File: config.mk
export PLATFORM = sky130hd
export DESIGN_NAME = codec_config_sequencer
export DESIGN_NICKNAME = d
export VERILOG_FILES = /design/src/rtl/codec_cfg_pkg.sv /design/src/rtl/codec_config_rom.sv /design/src/rtl/codec_config_sequencer.sv
export SDC_FILE = /design/constraint.sdc
export NUM_CORES = 1
export LEC_CHECK = 0
export ABC_AREA = 1
export CORE_MARGIN = 2
export CORE_UTILIZATION = 52
export CTS_CLUSTER_DIAMETER = 100
export DETAILED_ROUTE_END_ITERATION = 16
export GPL_ROUTABILITY_DRIVEN = 1
export GPL_TIMING_DRIVEN = 0
export PLACE_DENSITY_LB_ADDON = 0.25
export SLEW_MARGIN = 10
export SYNTH_ARGS = -nofsm -noshare
export SYNTH_HDL_FRONTEND = slang
export SYNTH_SLANG_ARGS = --single-unit
File: constraint.sdc
create_clock -name CLOCK50M -period 2.8 [get_ports CLOCK50M]
set_input_delay 0.56 -clock CLOCK50M [delete_from_list [all_inputs] [get_ports CLOCK50M]]
set_output_delay 0.56 -clock CLOCK50M [all_outputs]
set_load 0.005 [all_outputs]
File: src/rtl/codec_cfg_pkg.sv
// Shared definitions for the WM8731 configuration sequencer: FSM state
// encoding, codec register addresses and the fixed configuration words.
package codec_cfg_pkg;

    typedef enum logic [2:0] {
        ST_IDLE  = 3'd0,
        ST_LOAD  = 3'd1,
        ST_PULSE = 3'd2,
        ST_WAIT  = 3'd3,
        ST_GAP   = 3'd4,
        ST_FIN   = 3'd5
    } cfg_state_e;

    localparam logic [6:0] REG_LEFT_LINE_IN  = 7'h00;
    localparam logic [6:0] REG_RIGHT_LINE_IN = 7'h01;
    localparam logic [6:0] REG_LEFT_HP_OUT   = 7'h02;
    localparam logic [6:0] REG_RIGHT_HP_OUT  = 7'h03;
    localparam logic [6:0] REG_ANALOG_PATH   = 7'h04;
    localparam logic [6:0] REG_DIGITAL_PATH  = 7'h05;
    localparam logic [6:0] REG_POWER_DOWN    = 7'h06;
    localparam logic [6:0] REG_DIGITAL_IF    = 7'h07;
    localparam logic [6:0] REG_SAMPLING      = 7'h08;
    localparam logic [6:0] REG_ACTIVE        = 7'h09;
    localparam logic [6:0] REG_RESET         = 7'h0F;

    // The I2C master expects the 7-bit register address above 9 data bits.
    function automatic logic [15:0] cfg_word(input logic [6:0] addr, input logic [8:0] data);
        return {addr, data};
    endfunction

    localparam logic [15:0] W_CODEC_RESET    = cfg_word(REG_RESET,         9'h000);
    localparam logic [15:0] W_LEFT_LINE_IN   = cfg_word(REG_LEFT_LINE_IN,  9'h017);
    localparam logic [15:0] W_RIGHT_LINE_IN  = cfg_word(REG_RIGHT_LINE_IN, 9'h017);
    localparam logic [15:0] W_LEFT_HP_OUT    = cfg_word(REG_LEFT_HP_OUT,   9'h079);
    localparam logic [15:0] W_RIGHT_HP_OUT   = cfg_word(REG_RIGHT_HP_OUT,  9'h079);
    localparam logic [15:0] W_ANALOG_PATH    = cfg_word(REG_ANALOG_PATH,   9'h012);
    localparam logic [15:0] W_DIGITAL_PATH   = cfg_word(REG_DIGITAL_PATH,  9'h000);
    localparam logic [15:0] W_POWER_ON       = cfg_word(REG_POWER_DOWN,    9'h000);
    localparam logic [15:0] W_DIGITAL_IF     = cfg_word(REG_DIGITAL_IF,    9'h001);
    localparam logic [15:0] W_SAMPLING       = cfg_word(REG_SAMPLING,      9'h000);
    localparam logic [15:0] W_ACTIVE         = cfg_word(REG_ACTIVE,        9'h001);

endpackage

File: src/rtl/codec_config_rom.sv
// Combinational lookup of the WM8731 configuration table; indices past the
// last entry read as zero.
module codec_config_rom
    import codec_cfg_pkg::*;
(
    input  logic [3:0]  index,
    output logic [15:0] word
);

    always_comb begin
        word = 16'h0000;
        case (index)
            4'd0:    word = W_CODEC_RESET;
            4'd1:    word = W_LEFT_LINE_IN;
            4'd2:    word = W_RIGHT_LINE_IN;
            4'd3:    word = W_LEFT_HP_OUT;
            4'd4:    word = W_RIGHT_HP_OUT;
            4'd5:    word = W_ANALOG_PATH;
            4'd6:    word = W_DIGITAL_PATH;
            4'd7:    word = W_POWER_ON;
            4'd8:    word = W_DIGITAL_IF;
            4'd9:    word = W_SAMPLING;
            4'd10:   word = W_ACTIVE;
            default: word = 16'h0000;
        endcase
    end

endmodule

File: src/rtl/codec_config_sequencer.sv
// Walks the WM8731 configuration table, handing each word to the I2C master
// with a start pulse and a fixed transfer window, then reports DONE.
module codec_config_sequencer
    import codec_cfg_pkg::*;
#(
    parameter int NUM_REGS     = 11,
    parameter int PULSE_CYCLES = 4,
    parameter int XFER_CYCLES  = 96,
    parameter int GAP_CYCLES   = 16,
    parameter int AUTO_START   = 1
) (
    input  logic        CLOCK50M,
    input  logic        RESET,
    input  logic        START,
    output logic [15:0] message,
    output logic        InitialiseTransfer,
    output logic        BUSY,
    output logic        DONE,
    output logic [3:0]  INDEX,
    output cfg_state_e  dbg_state
);

    // Handshake with the I2C master: message becomes valid one cycle before
    // InitialiseTransfer rises and stays constant until the end of the gap.
    // The master has no ready or completion signal, so the window is timed.

    localparam logic [7:0] PULSE_LAST = 8'(PULSE_CYCLES - 1);
    localparam logic [7:0] XFER_LAST  = 8'(XFER_CYCLES - 1);
    localparam logic [7:0] GAP_LAST   = 8'(GAP_CYCLES - 1);
    localparam logic [3:0] LAST_INDEX = 4'(NUM_REGS - 1);

    cfg_state_e  state, state_nxt;
    logic [7:0]  timer, timer_nxt;
    logic [3:0]  index_nxt;
    logic        start_q;
    logic        start_rise;
    logic [15:0] rom_word;

    assign start_rise = START & ~start_q;
    assign dbg_state  = state;

    // Looked up with the next index so the word is already on message
    // during the LOAD cycle, ahead of the pulse edge.
    codec_config_rom u_rom (
        .index (index_nxt),
        .word  (rom_word)
    );

    always_comb begin
        state_nxt = state;
        timer_nxt = timer;
        index_nxt = INDEX;
        case (state)
            ST_IDLE: begin
                if (AUTO_START != 0 || start_rise) begin
                    state_nxt = ST_LOAD;
                    index_nxt = '0;
                end
            end
            ST_LOAD: begin
                state_nxt = ST_PULSE;
                timer_nxt = '0;
            end
            ST_PULSE: begin
                timer_nxt = timer + 8'd1;
                if (timer == PULSE_LAST) state_nxt = ST_WAIT;
            end
            ST_WAIT: begin
                // timer runs on from the pulse rise, so this bounds the whole window
                if (timer == XFER_LAST) begin
                    state_nxt = ST_GAP;
                    timer_nxt = '0;
                end else begin
                    timer_nxt = timer + 8'd1;
                end
            end
            ST_GAP: begin
                if (timer == GAP_LAST) begin
                    timer_nxt = '0;
                    if (INDEX == LAST_INDEX) begin
                        state_nxt = ST_FIN;
                    end else begin
                        state_nxt = ST_LOAD;
                        index_nxt = INDEX + 4'd1;
                    end
                end else begin
                    timer_nxt = timer + 8'd1;
                end
            end
            ST_FIN: begin
                if (start_rise) begin
                    state_nxt = ST_LOAD;
                    index_nxt = '0;
                end
            end
            default: state_nxt = ST_IDLE;
        endcase
    end

    always_ff @(posedge CLOCK50M or negedge RESET) begin
        if (!RESET) begin
            state              <= ST_IDLE;
            timer              <= '0;
            INDEX              <= '0;
            message            <= '0;
            InitialiseTransfer <= 1'b0;
            BUSY               <= 1'b0;
            DONE               <= 1'b0;
            start_q            <= 1'b0;
        end else begin
            state              <= state_nxt;
            timer              <= timer_nxt;
            INDEX              <= index_nxt;
            start_q            <= START;
            if (state_nxt == ST_LOAD) message <= rom_word;
            InitialiseTransfer <= (state_nxt == ST_PULSE);
            BUSY               <= (state_nxt == ST_LOAD) || (state_nxt == ST_PULSE) ||
                                  (state_nxt == ST_WAIT) || (state_nxt == ST_GAP);
            DONE               <= (state_nxt == ST_FIN);
        end
    end

endmodule

==> results of run 1 <==
[logic make-up after synthesis]
logic type,Yosys count,share of synthesized area (%)
adder cells (fa/ha/maj),7,5.27
AND/OR/NAND/NOR,107,30.4
flip-flops,28,42.2
buffers and inverters,37,10.5
AO/OA/AOI/OAI,26,10.4
other,1,0.226
XOR/XNOR,2,1.05
[Yosys cell counts, types with 2 or more instances]
cell      number  area [um2]
nand3b_1       2        15.0
nand3_2        3        30.0
or2_2          2        12.5
o21ai_1        2        10.0
nor2_1        25        93.8
nor2_2         4        25.0
o21ai_0        6        30.0
buf_4          7        52.6
nand2_1       46         173
inv_1         25        93.8
dfrtp_1       28         701
ha_1           7        87.6
nand3_1       15        75.1
a21oi_1        9        45.0
inv_2          3        11.3
nand2_2        4        25.0
o211ai_1       2        15.0
a21oi_4        2        32.5
nor2_4         2        22.5
[sequential cells by signal, summed over array words and instances (netlist names)]
name,flops
INDEX,4
DONE,1
timer,8
start_q,1
message,9
dbg_state,3
InitialiseTransfer,1
BUSY,1
[final timing paths]
| path | slack [ns] | end | depth (start not counted) |
|---|---|---|---|
| max | 0.37 | message[0] | 12 |
| min | 0.22 | dbg_state[1] | 1 |
| max reg2reg | 0.37 | message[0] | 12 |
| min reg2reg | 0.49 | message[12] | 2 |
| max in group asynchronous | 2.17 | message[11] | 1 |
| min in group CLOCK50M | 0.49 | message[12] | 2 |
[worst register-to-register path, stage by stage, from the launching register on]
cell and delay (ns):
dfrtp_1 0.43, ha_1 0.26, nand3_2 0.13, nor2_4 0.07, nor2_1 0.20, nor2_1 0.09
nor2_2 0.20, inv_1 0.10, ha_1 0.22, or2_2 0.29, nand3_1 0.09, nor3b_1 0.19
nor2_1 0.07
[per-layer routing]
metal	wire length, um	global-route usage [%]	up-vias
met1	1550	27.7	622
met4	61	9.32	0
met5	0	0	-
li1	-	-	713
met2	1420	30.1	41
met3	146	2.56	5
[through the flow]
stage          hold WS, ns  util, %  setup TNS, ns
2_1_floorplan        0.264        -              0
3_3_place_gp         0.464     64.3              0
3_5_place_dp         0.466     64.3        -0.0120
4_1_cts              0.501     65.0              0
5_1_grt              0.251     64.9              0
6_report             0.221     64.9              0
[timing repair]
action	4_1_cts	5_1_grt
hold endpoints to repair	0	0
gates resized for setup	0	1
setup endpoints to repair	0	1
[area by class of cell]
type                            instances  area (um2)  area share [%]
Buffer                                  9        68.8            3.47
Clock buffer                            3        22.5            1.14
Inverter                               28         105            5.30
Multi-Input combinational cell        147         805            40.6
Sequential cell                        28         701            35.4
Tap cell                               44        55.1            2.78
Timing Repair Buffer                   23         225            11.4
[layout by cell type (no fill, tap or decap), drive strengths merged, types with 7 or more instances in the layout]
cell type and instances:
a21oi 12, buf 10, clkdlybuf4s50 22, dfrtp 28
ha 7, inv 28, nand2 50, nand3 18
nor2 31, o21ai 9
[report_power, final]
part	total, uW	switching [uW]	internal (uW)
sequential	406	0.485	405
clock	163	112	50.7
combinational	17.3	10.9	6.35
==> run_results.csv, run 1 <==
group,metric,value,unit
clock_network,root_buffer,"clkbuf_4",
setup_path,crit_buf_inv,1,
final_layout,area_growth_syn_to_layout,19.3,%
global_routing,grt_pass1_vias,1236,
placed_design,placedCellCount,279,
synth,synth_area_per_cell,7.99,um2
die,initial_core_util,54.4,%
placed_design,place_ws,-0.0120,ns
detailed_routing,routed_wl,3.18,mm
sta,worst_pin_slew,0.626,ns
power,leakagePower,0.000980,uW
synth,synth_edf_count,0,
synth,syn_inst,208,
sta,maxSlewViolCount,0,
final_layout,drive_gt1_share,16.0,%
sta,final-hold-violation-count,0,
setup_path,crit_chain,"ha_1, nand3_2, nor2_4, nor2_1, nor2_1, nor2_2, inv_1, ha_1, or2_2, nand3_1, nor3b_1, nor2_1",
global_routing,grt_use_total,19.7,%
detailed_routing,drc,0,
power,max-vdd-ir-drop,175,uV
setup_path,cp_data_required_time,3.03,ns
detailed_routing,drtIter0Drc,60,
worst_hold_path,min_path_type,"in -> async",
die,die_area,3660,um2
power,finalPower,586,uW
synth,synth.yosys.seq_area_share,42.2,%
global_routing,grt_max_degree,29,
sta,worst_slack,0.371,ns
setup_path,end_kind,"flop",
final_layout,final_nets,250,
die,ios,29,
final_layout,antenna_cells,0,
die,fp.dieH,60.5,um
sta,setup_violations,0,
sta,maxSlewHeadroom,58.3,%
synth,synth_area,1660,um2
clock_network,post_cts_buffers,0,
setup_path,critPathMaxFanout,6,
synth,ys.flop_type,"dfrtp_1",
detailed_routing,routedWlPerCell,11.3,um
clock_network,holdBufCountCts,0,
placed_design,gp_congestion,0.880,
die,coreArea,3050,um2
run_status,status,"completed",
clock_network,clkLatencyLatePin,0.33,ns
clock_network,cts_buffers,3,
flow_run,cap_viol_max_count,0,
clock_network,cts_htree_levels,1,
setup_path,critical_path.startpoint,"timer[0]",
detailed_routing,ant_nets,0,
sta,fin_crit_sh,86.8,%
final_layout,n_fill_cell,278,
setup_path,crit_type,"reg -> reg",
detailed_routing,viasPerCell,4.90,
global_routing,grt_pass1_wl,5.39,mm
sta,rsz0062_at_grt,"no",
setup_path,rr_startpoint,"timer[0]",
synth,synth_warnings,0,
synth,synth_seq_cells,28,
setup_path,cp-start-kind,"flop",
placed_design,numPortBuffers,23,
die,die_w,60.5,um
placed_design,place_area,1960,um2
global_routing,antenna_found_initial,0,
die,fp-row-count,20,
global_routing,grt_overflow_total,0,
power,p_per_area,296,nW/um2
clock_network,cts.sinks,28,
setup_path,cp.arrival,2.66,ns
final_layout,final_cells,282,
setup_path,crit_slowest_cell,"dfrtp_1",
sta,fmax,412,MHz
sta,skew,0.000970,ns
setup_path,path_common_cell,"nor2_1",
detailed_routing,via_count,1381,
detailed_routing,drtPass1Iterations,4,
clock_network,clkSlewWorstSetupHoldPaths,0.13,ns
synth,synthDistinctLibCells,33,
setup_path,cp_slowest_stage_delay,0.43,ns
placed_design,hpwlAfterDp,2.43,mm
setup_path,cpLargestDelayFamily,"simple AND/OR/NAND/NOR gates",
clock_network,cts_tree,"yes",
synth,ys_async_sr_fraction,100,%
final_layout,stdcell_area,1980,um2
sta,layout_min_cycle_time,2.43,ns
clock_network,cts_max_path_buffers,2,
Note: power is estimated with default switching activity, not from simulation.
==> run 2: changes to the inputs <==
- CAP_MARGIN: default -> 40
- SKIP_CTS_REPAIR_TIMING: default -> 1
==> run 2 against run 1 <==
Net effect:
- setup slack better by 0.0014 ns
- core utilization up 1.1 points
- global-route usage down 0.49 points
- critical path type unchanged
- count of clock-buffer cells in the layout unchanged
- first-iteration DRC count down 15%
- sequential share of layout area down 0.57 points
- register-to-register slack about the same
- critical endpoint unchanged
- total power up 0.89%
==> run_results.csv, run 2 (synthesis gave the netlist of run 1 again) <==
group,metric,value,unit
final_layout,n_fill_cell,271,
setup_path,r2r_cells,12,
power,p_per_area,293,nW/um2
final_layout,area_growth_syn_to_layout,21.2,%
setup_path,end_kind,"flop",
placed_design,place_ws,-0.00293,ns
die,coreArea,3050,um2
setup_path,crit_buf_inv,1,
worst_hold_path,holdPathEnd,"message[12]",
setup_path,cpLargestDelayFamily,"simple AND/OR/NAND/NOR gates",
setup_path,rr_startpoint,"timer[0]",
clock_network,cts_htree_levels,1,
setup_path,crit_slowest_cell,"dfrtp_1",
final_layout,mostFrequentLayoutCell,"nand2_1",
worst_hold_path,min_from,"message[12]",
setup_path,r2r_slack,0.37,ns
setup_path,critPathMaxFanout,6,
sta,fin_hold_ws,0.495,ns
setup_path,crit_type,"reg -> reg",
clock_network,cts.sinks,28,
setup_path,cp-start-kind,"flop",
worst_hold_path,min_path_type,"reg -> reg",
power,max-vdd-ir-drop,173,uV
global_routing,grtUsageMet1,27.1,%
setup_path,cp.arrival,2.65,ns
detailed_routing,routed_wl,3.16,mm
flow_run,cap_viol_max_count,0,
detailed_routing,drtPass1Iterations,4,
die,die_w,60.5,um
sta,maxSlewHeadroom,55.7,%
sta,fin_crit_sh,86.7,%
global_routing,antenna_found_initial,0,
die,fp-row-count,20,
detailed_routing,ant_nets,0,
detailed_routing,viasPerCell,4.80,
global_routing,grt_max_degree,17,
global_routing,gr-usage-met3,2.56,%
clock_network,clkLatencyLatePin,0.32,ns
sta,rsz0062_at_grt,"no",
sta,maxSlewViolCount,0,
clock_network,cts_tree,"yes",
sta,worst_pin_slew,0.662,ns
sta,worst_slack,0.372,ns
global_routing,grt-busiest-layer,"met2",
setup_path,cp_slowest_stage_delay,0.44,ns
detailed_routing,drtIter0Drc,51,
final_layout,top_regs,"message (9), timer (8), INDEX (4)",
placed_design,hpwlAfterDp,2.52,mm
setup_path,crit_chain,"ha_1, nand3_2, nor2_4, nor2_1, nor2_1, nor2_2, inv_1, ha_1, or2_2, nand3_1, nor3b_1, nor2_1",
clock_network,cts_max_path_buffers,2,
setup_path,r2r-end,"message[0]",
sta,fmax,412,MHz
sta,layout_min_cycle_time,2.43,ns
final_layout,largest_reg_flops,9,
run_status,status,"completed",
detailed_routing,drc,0,
sta,setup_violations,0,
die,fp.dieH,60.5,um
placed_design,numPortBuffers,23,
global_routing,grt_pass1_wl,5.28,mm
detailed_routing,routedWlPerCell,11.2,um
power,finalPower,591,uW
global_routing,grt_pass1_vias,1208,
die,die_area,3660,um2
final_layout,mostFrequentLayoutCells,"nand2_1, dfrtp_1, inv_1",
setup_path,cp_data_required_time,3.03,ns
final_layout,antenna_cells,0,
detailed_routing,via_count,1359,
sta,skew,0.00282,ns
die,initial_core_util,54.4,%
placed_design,gp_congestion,0.880,
worst_hold_path,hold_path_depth,2,
sta,final-hold-violation-count,0,
final_layout,final_nets,251,
clock_network,root_buffer,"clkbuf_4",
power,leakagePower,0.000993,uW
die,ios,29,
global_routing,gr-usage-met2,30.6,%
clock_network,clkSlewWorstSetupHoldPaths,0.14,ns
clock_network,cts_buffers,3,
global_routing,grt_overflow_total,0,
global_routing,grt_use_total,19.2,%
final_layout,largest_register,"message",
final_layout,drive_gt1_share,15.9,%
setup_path,path_common_cell,"nor2_1",
==> run 2: cell types whose count changed in the layout (fill, tap and decap cells not counted) <==
cell / previous run / this run
buf_16: 0 / 1
buf_2: 2 / 1
o21ai_1: 2 / 3
o21ai_0: 6 / 5
clkdlybuf4s50_1: 22 / 23
==> run 2: how the worst max path moves through the flow <==
| stage | start | to | depth (start not counted) |
|---|---|---|---|
| 3_5_place_dp | START | message[0] | 14 |
| 3_3_place_gp | START | message[0] | 14 |
| 6_report | timer[0] | message[0] | 12 |
| 2_1_floorplan | dbg_state[2] | message[0] | 12 |
| 4_1_cts | dbg_state[2] | message[0] | 12 |
| 5_1_grt | timer[0] | message[0] | 12 |
==> run 2: layer usage <==
layer	vias to the layer above	wire length (um)	share of wire [%]
met3	4	106	3.4
met1	613	1590	50
met2	30	1430	45
li1	712	-	-
met5	-	0	0
met4	0	44	1.4
==> run 2: report_power, final <==
part	internal, uW	switching, uW	leakage (uW)	total [uW]
combinational	10.9	11.7	0.000637	22.6
clock	50.5	112	0.0000138	163
sequential	405	0.429	0.000343	406
==> run 2: worst reg2reg max path: cells and delay by family (launching register included) <==
| family | cells | cell delay, ns |
|---|---|---|
| fa+ha+maj | 2 | 0.47 |
| buf+inv | 1 | 0.10 |
| flops | 1 | 0.44 |
| simple gates | 9 | 1.32 |
==> run 2: area by class of cell <==
type	instances	area, um2	share of cell area [%]
sequential	28	701	34.8
multi-input combinational	147	805	39.9
buffer	9	68.8	3.42
tap	44	55.1	2.73
inverter	28	105	5.22
timing repair buffer	24	258	12.8
clock buffer	3	22.5	1.12
==> run 2: through the flow <==
step                utilization [%]  area [um2]   TNS, ns  std cells
global placement               64.3        1960         0        279
finish                         66.0        2010         0        283
detailed placement             65.2        1990  -0.00293        280
global route                   66.0        2010         0        283
CTS                            65.9        2010         0        283
floorplan                         -        1680         0        212
